$ cat src/rtl/pacote_mips.sv
// Shared MIPS front-end definitions: fetch FSM state type, NOP encoding and PC step.
package pacote_mips;

    typedef enum logic {
        BUSCA  = 1'b0,
        PARADO = 1'b1
    } estado_t;

    localparam logic [31:0] NOP           = 32'h0000_0000;
    localparam logic [31:0] INCREMENTO_PC = 32'd4;

endpackage

$ cat src/rtl/calcula_proximo_pc.sv
// Combinational next-PC selection: hold (halted or stalled) > jr > salto > desvio > PC+4.
module calcula_proximo_pc
    import pacote_mips::*;
(
    input  logic [31:0] i_pc,
    input  logic        i_parado,
    input  logic        i_stall,
    input  logic        i_desvio,
    input  logic [31:0] i_offset_desvio,
    input  logic        i_salto,
    input  logic [25:0] i_alvo_salto,
    input  logic        i_jr,
    input  logic [31:0] i_reg_alvo,
    output logic [31:0] o_pc_mais4,
    output logic [31:0] o_proximo_pc,
    output logic        o_transferencia
);

    logic [31:0] w_alvo_desvio;
    logic [31:0] w_alvo_salto;
    logic [31:0] w_alvo_jr;

    assign o_pc_mais4      = i_pc + INCREMENTO_PC;
    // Offset is in words; the shift drops its top two bits, matching mod-2^32 wrap.
    assign w_alvo_desvio   = o_pc_mais4 + (i_offset_desvio << 2);
    assign w_alvo_salto    = {o_pc_mais4[31:28], i_alvo_salto, 2'b00};
    assign w_alvo_jr       = i_reg_alvo & ~32'd3;
    assign o_transferencia = i_jr | i_salto | i_desvio;

    always_comb begin
        o_proximo_pc = o_pc_mais4;
        if (i_parado || i_stall) begin
            o_proximo_pc = i_pc;
        end else if (i_jr) begin
            o_proximo_pc = w_alvo_jr;
        end else if (i_salto) begin
            o_proximo_pc = w_alvo_salto;
        end else if (i_desvio) begin
            o_proximo_pc = w_alvo_desvio;
        end
    end

endmodule

$ cat src/rtl/unidade_busca.sv
// Instruction fetch unit: PC register, IF/ID register and BUSCA/PARADO FSM.
// Optional valid-fetch counter output enabled with macro BUSCA_CONTADOR_EN.
module unidade_busca
    import pacote_mips::*;
#(
    parameter logic [31:0] PC_RESET  = 32'h0000_0000,
    parameter logic [31:0] LIMITE_PC = 32'd36
) (
    input  logic        clk,
    input  logic        reset,
    input  logic        stall,
    input  logic        desvio,
    input  logic [31:0] offset_desvio,
    input  logic        salto,
    input  logic [25:0] alvo_salto,
    input  logic        jr,
    input  logic [31:0] reg_alvo,
    input  logic [31:0] instrucao,
    output logic [31:0] endereco,
    output logic [31:0] pc_mais4,
    output logic [31:0] instr_id,
    output logic [31:0] pc_id,
    output logic        valido_id,
    output logic        parado
`ifdef BUSCA_CONTADOR_EN
    ,
    output logic [31:0] contador
`endif
);

    estado_t     r_estado;
    estado_t     w_estado_next;
    logic [31:0] r_pc;
    logic [31:0] r_instr_id;
    logic [31:0] r_pc_id;
    logic        r_valido_id;

    logic [31:0] w_proximo_pc;
    logic        w_transferencia;
    logic        w_fora_limite;
    logic        w_parar;
    logic        w_carrega;
    logic [31:0] w_instr_next;
    logic [31:0] w_pc_id_next;
    logic        w_valido_next;

    assign w_fora_limite = (r_pc > LIMITE_PC);
    // Crossing the limit holds the PC in the same cycle the FSM moves to PARADO.
    assign w_parar       = (r_estado == PARADO) || w_fora_limite;

    calcula_proximo_pc u_calcula_proximo_pc (
        .i_pc            (r_pc),
        .i_parado        (w_parar),
        .i_stall         (stall),
        .i_desvio        (desvio),
        .i_offset_desvio (offset_desvio),
        .i_salto         (salto),
        .i_alvo_salto    (alvo_salto),
        .i_jr            (jr),
        .i_reg_alvo      (reg_alvo),
        .o_pc_mais4      (pc_mais4),
        .o_proximo_pc    (w_proximo_pc),
        .o_transferencia (w_transferencia)
    );

    always_comb begin
        w_estado_next = r_estado;
        w_instr_next  = r_instr_id;
        w_pc_id_next  = r_pc_id;
        w_valido_next = r_valido_id;
        w_carrega     = 1'b0;
        case (r_estado)
            BUSCA: begin
                if (!stall) begin
                    if (w_fora_limite) begin
                        w_estado_next = PARADO;
                        w_instr_next  = NOP;
                        w_valido_next = 1'b0;
                    end else if (w_transferencia) begin
                        w_instr_next  = NOP;
                        w_valido_next = 1'b0;
                    end else begin
                        w_instr_next  = instrucao;
                        w_pc_id_next  = r_pc;
                        w_valido_next = 1'b1;
                        w_carrega     = 1'b1;
                    end
                end
            end
            PARADO: begin
                w_valido_next = 1'b0;
            end
            default: begin
                w_estado_next = BUSCA;
            end
        endcase
    end

    always_ff @(posedge clk) begin
        if (reset) begin
            r_estado    <= BUSCA;
            r_pc        <= PC_RESET;
            r_instr_id  <= NOP;
            r_pc_id     <= 32'd0;
            r_valido_id <= 1'b0;
        end else begin
            r_estado    <= w_estado_next;
            r_pc        <= w_proximo_pc;
            r_instr_id  <= w_instr_next;
            r_pc_id     <= w_pc_id_next;
            r_valido_id <= w_valido_next;
        end
    end

`ifdef BUSCA_CONTADOR_EN
    logic [31:0] r_contador;

    always_ff @(posedge clk) begin
        if (reset) begin
            r_contador <= 32'd0;
        end else if (w_carrega && (r_contador != 32'hFFFF_FFFF)) begin
            r_contador <= r_contador + 32'd1;
        end
    end

    assign contador = r_contador;
`endif

    assign endereco  = r_pc;
    assign instr_id  = r_instr_id;
    assign pc_id     = r_pc_id;
    assign valido_id = r_valido_id;
    assign parado    = (r_estado == PARADO);

endmodule

$ cat config.mk
export PLATFORM = sky130hd
export DESIGN_NAME = unidade_busca
export DESIGN_NICKNAME = d
export VERILOG_FILES = /design/src/rtl/pacote_mips.sv /design/src/rtl/calcula_proximo_pc.sv /design/src/rtl/unidade_busca.sv
export SDC_FILE = /design/constraint.sdc
export NUM_CORES = 1
export LEC_CHECK = 0
export ABC_AREA = 1
export BUFFER_PORTS_ARGS = -buffer_cell sky130_fd_sc_hd__clkbuf_2
export CELL_PAD_IN_SITES_DETAIL_PLACEMENT = 1
export CELL_PAD_IN_SITES_GLOBAL_PLACEMENT = 1
export CORE_MARGIN = 10
export CORE_UTILIZATION = 30
export CTS_CLUSTER_DIAMETER = 50
export DETAILED_ROUTE_END_ITERATION = 10
export GPL_TIMING_DRIVEN = 0
export HOLD_SLACK_MARGIN = 0.05
export PLACE_DENSITY_LB_ADDON = 0.1
export SLEW_MARGIN = 15
export SYNTH_ARGS = -nofsm -noshare
export SYNTH_HDL_FRONTEND = slang
export SYNTH_SLANG_ARGS = --single-unit
$ cat constraint.sdc
create_clock -name clk -period 2.7 [get_ports clk]
set_input_delay 0.27 -clock clk [delete_from_list [all_inputs] [get_ports clk]]
set_output_delay 0.27 -clock clk [all_outputs]
set_load 0.1 [all_outputs]
==> results of run 1 <==
-- cells in the final DEF (no fill, tap or decap), types with 6 or more instances in the layout --
cell type / n
a21oi_1: 77
a21oi_2: 41
buf_4: 79
buf_6: 10
clkbuf_1: 29
clkbuf_16: 10
clkbuf_2: 243
clkinvlp_4: 6
conb_1: 6
dfxtp_1: 68
dfxtp_2: 8
dfxtp_4: 18
ha_1: 12
ha_4: 24
inv_1: 107
inv_2: 17
nand2_1: 291
nand2_2: 75
nand2_4: 17
nand3_1: 41
nand3_2: 28
nand3b_1: 8
nand4_1: 11
nor2_1: 100
nor2_2: 16
nor2_4: 21
nor3_4: 11
o21ai_0: 23
o21ai_1: 11
xor2_4: 13
-- layer usage --
metal,GRT usage (%),vias up,part of all wire (%)
li1,-,4358,-
met1,25.5,4299,41
met2,40.9,209,51
met3,6.21,33,6.3
met4,4.99,0,1.6
met5,0,-,0
-- state kept, by name, indices dropped and copies added, names as in the netlist --
| signal | count |
|---|---|
| endereco | 30 |
| instr_id | 32 |
| parado | 1 |
| valido_id | 1 |
| pc_id | 30 |
-- worst max-delay path, stage by stage, from the launching register on --
cell and delay (ns):
dfxtp_4 0.39, nand4_1 0.19, buf_4 0.21, nor2_4 0.19
nand2_1 0.15, xor2_4 0.21, ha_4 0.32, nand2_1 0.10
inv_2 0.15, nand3_4 0.12, nor3_4 0.24, nand3_2 0.21
nand3_1 0.13, nand2_1 0.06, nand3_2 0.09, nand2_1 0.08
nand2_1 0.08, a21oi_2 0.06
-- cells in the mapped netlist, drive strengths merged (4+ instances only) --
master,instances
a21oi,123
and2,4
buf,13
clkbuf,30
dfxtp,94
ha,39
inv,133
nand2,385
nand3,74
nand3b,8
nand4,11
nor2,137
nor3,17
nor4,5
o211ai,5
o21ai,36
o21bai,7
or2,5
xor2,18
-- worst paths after layout --
path	from	endpoint	slack [ns]	cells after the start
setup / recovery	endereco[11]	endereco[24]	-0.41	17
hold / removal	instrucao[7]	instr_id[7]	0.16	3
setup reg to reg	endereco[11]	endereco[24]	-0.41	17
hold reg to reg	pc_id[19]	pc_id[19]	0.44	2
-- cells by family after synthesis --
group | after synthesis | synth area share (%)
DFF | 94 | 26.8
AOI/OAI and AO/OA | 180 | 14.6
xor gates and xnor gates | 20 | 2.49
adders and majority gates | 40 | 7.23
other | 1 | 0.0533
and+or+nand+nor | 647 | 38.7
buffers and inverters | 177 | 10.2
-- area by class of cell --
cell class                 instances  area [sq um]
tap                              313           392
sequential                        94          1960
clock inverter                     5          85.1
buffer                            42           210
antenna                            1          2.50
clock buffer                      11           264
timing repair buffer             324          1860
fill                            3008         11500
inverter                         134           533
multi-input combinational        893          6070
-- where the power goes --
group	switching (W)	internal, W	total [W]	leakage (nW)
sequential	0.000259	0.00159	0.00185	0.777
clock	0.000576	0.000903	0.00148	0.173
combinational	0.00488	0.00176	0.00664	4.43
total	0.00572	0.00426	0.00997	5.38
-- repair_timing --
item	in CTS	in global routing
pin swaps	73	75
endpoints found under the setup margin	37	88
hold buffers	0	0
setup buffers	48	32
gates resized for setup	170	131
-- through the flow --
step	TNS (ns)	hold slack, ns	power [W]	instance area (sq um)	instances
floorplan	-20.01	0.406	0.00603	7550	1164
global placement	-16.85	0.424	0.00734	9160	1721
detailed placement	-17.19	0.431	0.00738	9160	1721
CTS	-4.40	0.148	0.00944	10600	1784
global route	-8.87	0.154	0.0105	11400	1816
finish	-4.94	0.157	0.00997	11400	1817
==> flow_summary.ini, run 1 <==
[timing]
clock_skew_ns = 0.00677
hold_violations = 0
setup_viol = 20
rsz0062_at_grt = true
fmax_mhz = 321
timing.final.max_slew_violations = 0
fin_crit_sh_pct = 115
fin_crit_ns = 3.11
setup_ws_ns = -0.414
slew-limit-headroom_pct = 45.6
worstMarginPinSlew_ns = 0.817

[logic_synthesis]
synthesis.area_sq_um = 7030
synth_ff_type = dfxtp_1
avgSynthCellArea_sq_um = 6.07
yosys_register_bits = 94
synth_top_area_share_pct = 26.8
syn_inst = 1159
synthArstFlopShare_pct = 0
synth-edff-count = 0
synthTopCellsByArea = dfxtp_1 27%, nand2_1 19%, a21oi_1 7.3%
synth_cell_types = 41
synth_top_cell_by_area = dfxtp_1
yosysWarnings = 0
ys_seq_area_share_pct = 26.8

[critical_path]
crit_path_max_fanout = 5
cp.arrival_ns = 3.31
endpoint_kind = flop
required_ns = 2.89
cp-start-kind = flop
crit_type = reg -> reg

[grt]
grt_pass1_wl_mm = 53.5
antenna_found_initial = 1
grt.overflow.total = 0
grt_max_degree = 17
grt_pass1_vias = 9460
track_usage_pct = 22.5

[detailed_routing]
routed_wl_mm = 36.0
ant_nets = 0
drc = 0
viasPerCell = 4.90
vias = 8899
drtIter0Drc = 357
wl_per_cell_um = 19.8
first_pass_iters = 5

[finish]
layout-drive-gt1-share_pct = 46.1
finish.utilization_pct = 49.8
final_nets = 1666
area_delta_synth_final_pct = 61.9

[outcome]
status = finished, violations left
violations = setup timing

[die]
core-area_sq_um = 22800
dieArea_sq_um = 30000
num_rows = 55
start_util_pct = 30.8
ios = 258
die_y_um = 173
die_w_um = 173

[power]
ir_drop_v = 0.000427
power.density_nw_per_um2 = 876
p_leak_nw = 5.38

[place]
io_buffers = 244
dp_hpwl_mm = 28.4
gp_congestion = 0.919
dp_slack_ns = -1.01

[clock_tree]
cts_tree = done
clockBufferDepth = 2
clock_sinks = 94
clk_latency_ns = 0.34
cts_root_buf = clkbuf_16
htreeDepth = 3
numCtsBuffers = 9
cts.reportedPaths.clkPinSlew_ns = 0.07

[run]
drv_cap = 0

[min_path]
hp-class = in -> reg
(Power assumes the default switching activity.)
==> inputs of run 2 (changes only) <==
--- a/config.mk
+++ b/config.mk
@@ -15,6 +15,7 @@
 export DETAILED_ROUTE_END_ITERATION = 10
 export GPL_TIMING_DRIVEN = 0
 export HOLD_SLACK_MARGIN = 0.05
+export MAX_ROUTING_LAYER = met4
 export PLACE_DENSITY_LB_ADDON = 0.1
 export SLEW_MARGIN = 15
 export SYNTH_ARGS = -nofsm -noshare
==> flow_summary.ini, run 2 (synthesis results as in run 1) <==
[outcome]
status = finished, violations left
violations = setup timing

[timing]
setup_viol = 25
rsz0062_at_grt = true
fmax_mhz = 313
timing.final.max_slew_violations = 0
setup_ws_ns = -0.490
fin_crit_ns = 3.19
hold_violations = 0
clock_skew_ns = 0.0143
slew-limit-headroom_pct = 40.4
fin_crit_sh_pct = 118
worstMarginPinSlew_ns = 0.894

[grt]
grt_pass1_wl_mm = 53.4
grt_max_degree = 18
grt.overflow.total = 0
antenna_found_initial = 3
track_usage_pct = 23.2
grt_pass1_vias = 9473

[die]
die_w_um = 173
num_rows = 55
ios = 258
start_util_pct = 30.8
core-area_sq_um = 22800
dieArea_sq_um = 30000
die_y_um = 173

[min_path]
hp-class = in -> reg

[critical_path]
endpoint_kind = flop
required_ns = 2.97
cp-start-kind = flop
crit_path_max_fanout = 6
crit_type = reg -> reg
cp.arrival_ns = 3.46

[power]
netSwitchingFraction_pct = 59.1
p_total_w = 0.0102
p_int_w = 0.00416
p_switching_w = 0.00600
pwr-share-seq_pct = 18.3
ir_drop_v = 0.000528
p_leak_nw = 5.51
clkPwrFrac_pct = 12.6
power.density_nw_per_um2 = 862
combPwrFrac_pct = 69.1

[detailed_routing]
routed_wl_mm = 38.1
wl_per_cell_um = 20.8
vias = 9188
drc = 0
ant_nets = 0
viasPerCell = 5.02
drtIter0Drc = 404
first_pass_iters = 5

[clock_tree]
cts_tree = done
clock_sinks = 94
numCtsBuffers = 9
clk_latency_ns = 0.35
cts_root_buf = clkbuf_16
cts.reportedPaths.clkPinSlew_ns = 0.08
htreeDepth = 3
clockBufferDepth = 2

[finish]
layout_commonest_cell = nand2_1
mostFrequentLayoutCells = 259 x nand2_1, 241 x clkbuf_2, 103 x inv_1
area_delta_synth_final_pct = 67.6
finish.utilization_pct = 51.6
layout-drive-gt1-share_pct = 50.0
final_nets = 1676
largest_register_ffs = 32
final_area_sq_um = 11800

[place]
gp_congestion = 0.929
placed_cell_area_sq_um = 9160
io_buffers = 244
dp_hpwl_mm = 28.4

[run]
drv_cap = 0
[run 2: metal layers]
layer / track usage (%) / share of wire [%]
met5: - / 0
met4: 7.87 / 3.1
met3: 6.14 / 6.4
met2: 39.4 / 50
met1: 25.8 / 41
[run 2: layout make-up]
class | count | area [sq um]
antenna | 3 | 7.51
buffer | 42 | 211
clock buffer | 10 | 229
clock inverter | 6 | 53.8
fill | 2982 | 11100
inverter | 134 | 546
multi-input combinational | 893 | 6400
sequential | 94 | 1960
tap | 313 | 392
timing repair buffer | 334 | 1990
[run 2: critical path, stage by stage (launching register included)]
cell and delay (ns):
dfxtp_4 0.43, ha_4 0.17, inv_4 0.04, nor2_4 0.12, nand2_4 0.10, nor3_4 0.18, xor2_2 0.32, clkinvlp_4 0.20
ha_4 0.36, nand2_4 0.09, clkinv_8 0.09, nand2_8 0.07, nor3_4 0.21, nand3_2 0.17, nand4_1 0.15, nand3_2 0.11
nand2_2 0.11, nand2_2 0.06, a21oi_2 0.11
[run 2: stage by stage]
step,hold slack [ns],worst slack (ns),TNS (ns),std cells
2_1_floorplan,0.406,-0.903,-20.01,1164
4_1_cts,0.131,-0.337,-4.85,1782
3_3_place_gp,0.424,-0.985,-16.68,1721
3_5_place_dp,0.431,-1.03,-17.06,1721
6_report,0.140,-0.490,-7.13,1829
5_1_grt,0.135,-0.602,-11.99,1829
[run 2: power groups by stage]
stage / clock network, W / registers, W / logic (W)
finish: 0.00128 / 0.00186 / 0.00702
global placement: 0 / 0.00190 / 0.00544
CTS: 0.00129 / 0.00182 / 0.00606
floorplan: 0 / 0.00291 / 0.00312
detailed placement: 0 / 0.00190 / 0.00548
global route: 0.00137 / 0.00188 / 0.00741
[run 2: path summary, 6_finish.rpt]
kind / slack [ns] / cells after the start / from / to
setup / recovery: -0.49 / 18 / endereco[3] / endereco[24]
hold reg to reg: 0.44 / 2 / pc_id[23] / pc_id[23]
setup reg to reg: -0.49 / 18 / endereco[3] / endereco[24]
hold / removal: 0.14 / 3 / instrucao[22] / instr_id[22]
[run 2: timing repair]
| action | CTS | global route |
|---|---|---|
| cloned | 0 | 0 |
| endpoints found under the setup margin | 38 | 33 |
| pin swaps | 75 | 90 |
| buffers inserted | 46 | 45 |
| resized for setup | 159 | 239 |
| hold buffers | 0 | 0 |
==> inputs of run 3 (changes only) <==
==> constraint.sdc (replaced) <==
create_clock -name clk -period 2.7 [get_ports clk]
set_input_delay 0.54 -clock clk [delete_from_list [all_inputs] [get_ports clk]]
set_output_delay 0.54 -clock clk [all_outputs]
set_load 0.1 [all_outputs]
==> flow_summary.ini, run 3 (synthesis results as in run 1) <==
[grt]
grt_pass1_wl_mm = 53.8
grt.overflow.total = 0
grt_max_degree = 19
antenna_found_initial = 3
grt_pass1_vias = 9511
track_usage_pct = 23.3

[die]
dieArea_sq_um = 30000
ios = 258
die_w_um = 173
num_rows = 55
start_util_pct = 30.8
core-area_sq_um = 22800
die_y_um = 173

[timing]
slew-limit-headroom_pct = 47.8
hold_violations = 0
worstMarginPinSlew_ns = 0.783
timing.final.max_slew_violations = 0
hold_ws_ns = 0.414
setup_viol = 23
rsz0062_at_grt = true
fmax_mhz = 330
fin_crit_sh_pct = 112
clock_skew_ns = 0.0116
setup_ws_ns = -0.331
fin_crit_ns = 3.03

[detailed_routing]
drc = 0
routed_wl_mm = 36.0
first_pass_iters = 4
ant_nets = 0
vias = 8816
wl_per_cell_um = 20.0
viasPerCell = 4.89
drtIter0Drc = 342

[place]
dp_cells = 1721
dp_slack_ns = -1.01
gp_congestion = 0.938
dp_hpwl_mm = 28.8
io_buffers = 244

[clock_tree]
clockBufferDepth = 2
clk_latency_ns = 0.35
htreeDepth = 3
cts_root_buf = clkbuf_16
cts_tree = done
cts.reportedPaths.clkPinSlew_ns = 0.08
numCtsBuffers = 9
clock_sinks = 94

[critical_path]
slowest_stage = dfxtp_4
crit_chain = buf_4 -> buf_6 -> clkinvlp_4 -> nor3_4 -> xor2_2 -> clkinvlp_4 -> ha_4 -> nand2_4 -> inv_2 -> nand3_2 -> inv_2 -> nand2_1 -> nor2_1 -> nand2_2 -> nand4_1 -> nand3_1 -> nand2_1 -> nand2_1 -> a21oi_1
critPathTopFamily = simple AND/OR/NAND/NOR gates
crit_top_cell = nand2_1
critical-path-max-stage-delay_ns = 0.40
cp-start-kind = flop
required_ns = 2.97
worst-path-buf-inv = 6
crit_type = reg -> reg
crit_path_max_fanout = 6
endpoint_kind = flop
cp.arrival_ns = 3.30

[power]
power.density_nw_per_um2 = 864
p_total_w = 0.00977
p_leak_nw = 5.25
ir_drop_v = 0.000465

[finish]
finish.utilization_pct = 49.5
mostFrequentLayoutCells = 291 x nand2_1, 225 x clkbuf_2, 110 x inv_1
layout_commonest_cell = nand2_1
layout-drive-gt1-share_pct = 45.5
final_cells = 1804
largest_register_ffs = 32
area_delta_synth_final_pct = 60.8
final_nets = 1651

[min_path]
hp-class = in -> reg

[outcome]
status = finished, violations left
violations = setup timing

[run]
drv_cap = 0
[run 3: cell count changes in the layout (fill, tap and decap cells not counted), moves of 10 or more]
cell	change
nand2_2	-17
clkbuf_2	-16
a21oi_1	+10
buf_4	-17
nand2_1	+32
nand2_4	-12
[run 3: layer usage]
layer  part of all wire [%]  up-vias  GRT usage, %
met5                      0        -             -
met4                    2.4        0          6.79
met3                    6.4       42          5.79
met2                     51      250          40.5
met1                     41     4196          25.9
li1                       -     4328             -
[run 3: path summary, 6_finish.rpt]
path / startpoint / to / slack (ns) / cells past startpoint
setup / recovery: endereco[2] / endereco[26] / -0.33 / 19
hold / removal: instrucao[3] / instr_id[3] / 0.41 / 3
setup reg to reg: endereco[2] / endereco[26] / -0.33 / 19
hold reg to reg: pc_id[6] / pc_id[6] / 0.44 / 2
[run 3: area by class of cell]
type / count / area [sq um]
plain buffers: 42 / 210
repair buffers: 309 / 1910
clock buffers: 9 / 225
multi-input cells: 893 / 6010
fillers: 3005 / 11500
flip-flops and latches: 94 / 1960
clock inverters: 7 / 62.6
diodes: 3 / 7.51
well taps: 313 / 392
inverters: 134 / 532
[run 3: repair_timing]
| item | in CTS | in global routing |
|---|---|---|
| gates resized for setup | 214 | 116 |
| buffers inserted | 45 | 20 |
| pin swaps | 60 | 30 |
| hold buffers | 0 | 0 |
| setup endpoints to repair | 44 | 44 |
[run 3: power by group]
group	switching, W	leakage (nW)	internal [W]
sequential	0.000253	0.777	0.00159
clock	0.000627	0.144	0.000648
combinational	0.00483	4.33	0.00181
[run 3: stage by stage]
step | instance area, sq um | setup TNS, ns
after floorplan | 7560 | -20.15
after global placement | 9170 | -18.12
after detailed placement | 9170 | -19.13
after CTS | 10700 | -4.19
after global routing | 11300 | -11.72
final | 11300 | -5.22
[run 3: worst register-to-register path, stage by stage (launching register included)]
cell and delay, ns:
dfxtp_4 0.40, buf_4 0.12, buf_6 0.11, clkinvlp_4 0.12, nor3_4 0.23, xor2_2 0.20, clkinvlp_4 0.21, ha_4 0.34
nand2_4 0.08, inv_2 0.07, nand3_2 0.10, inv_2 0.08, nand2_1 0.07, nor2_1 0.14, nand2_2 0.10, nand4_1 0.12
nand3_1 0.12, nand2_1 0.12, nand2_1 0.07, a21oi_1 0.14
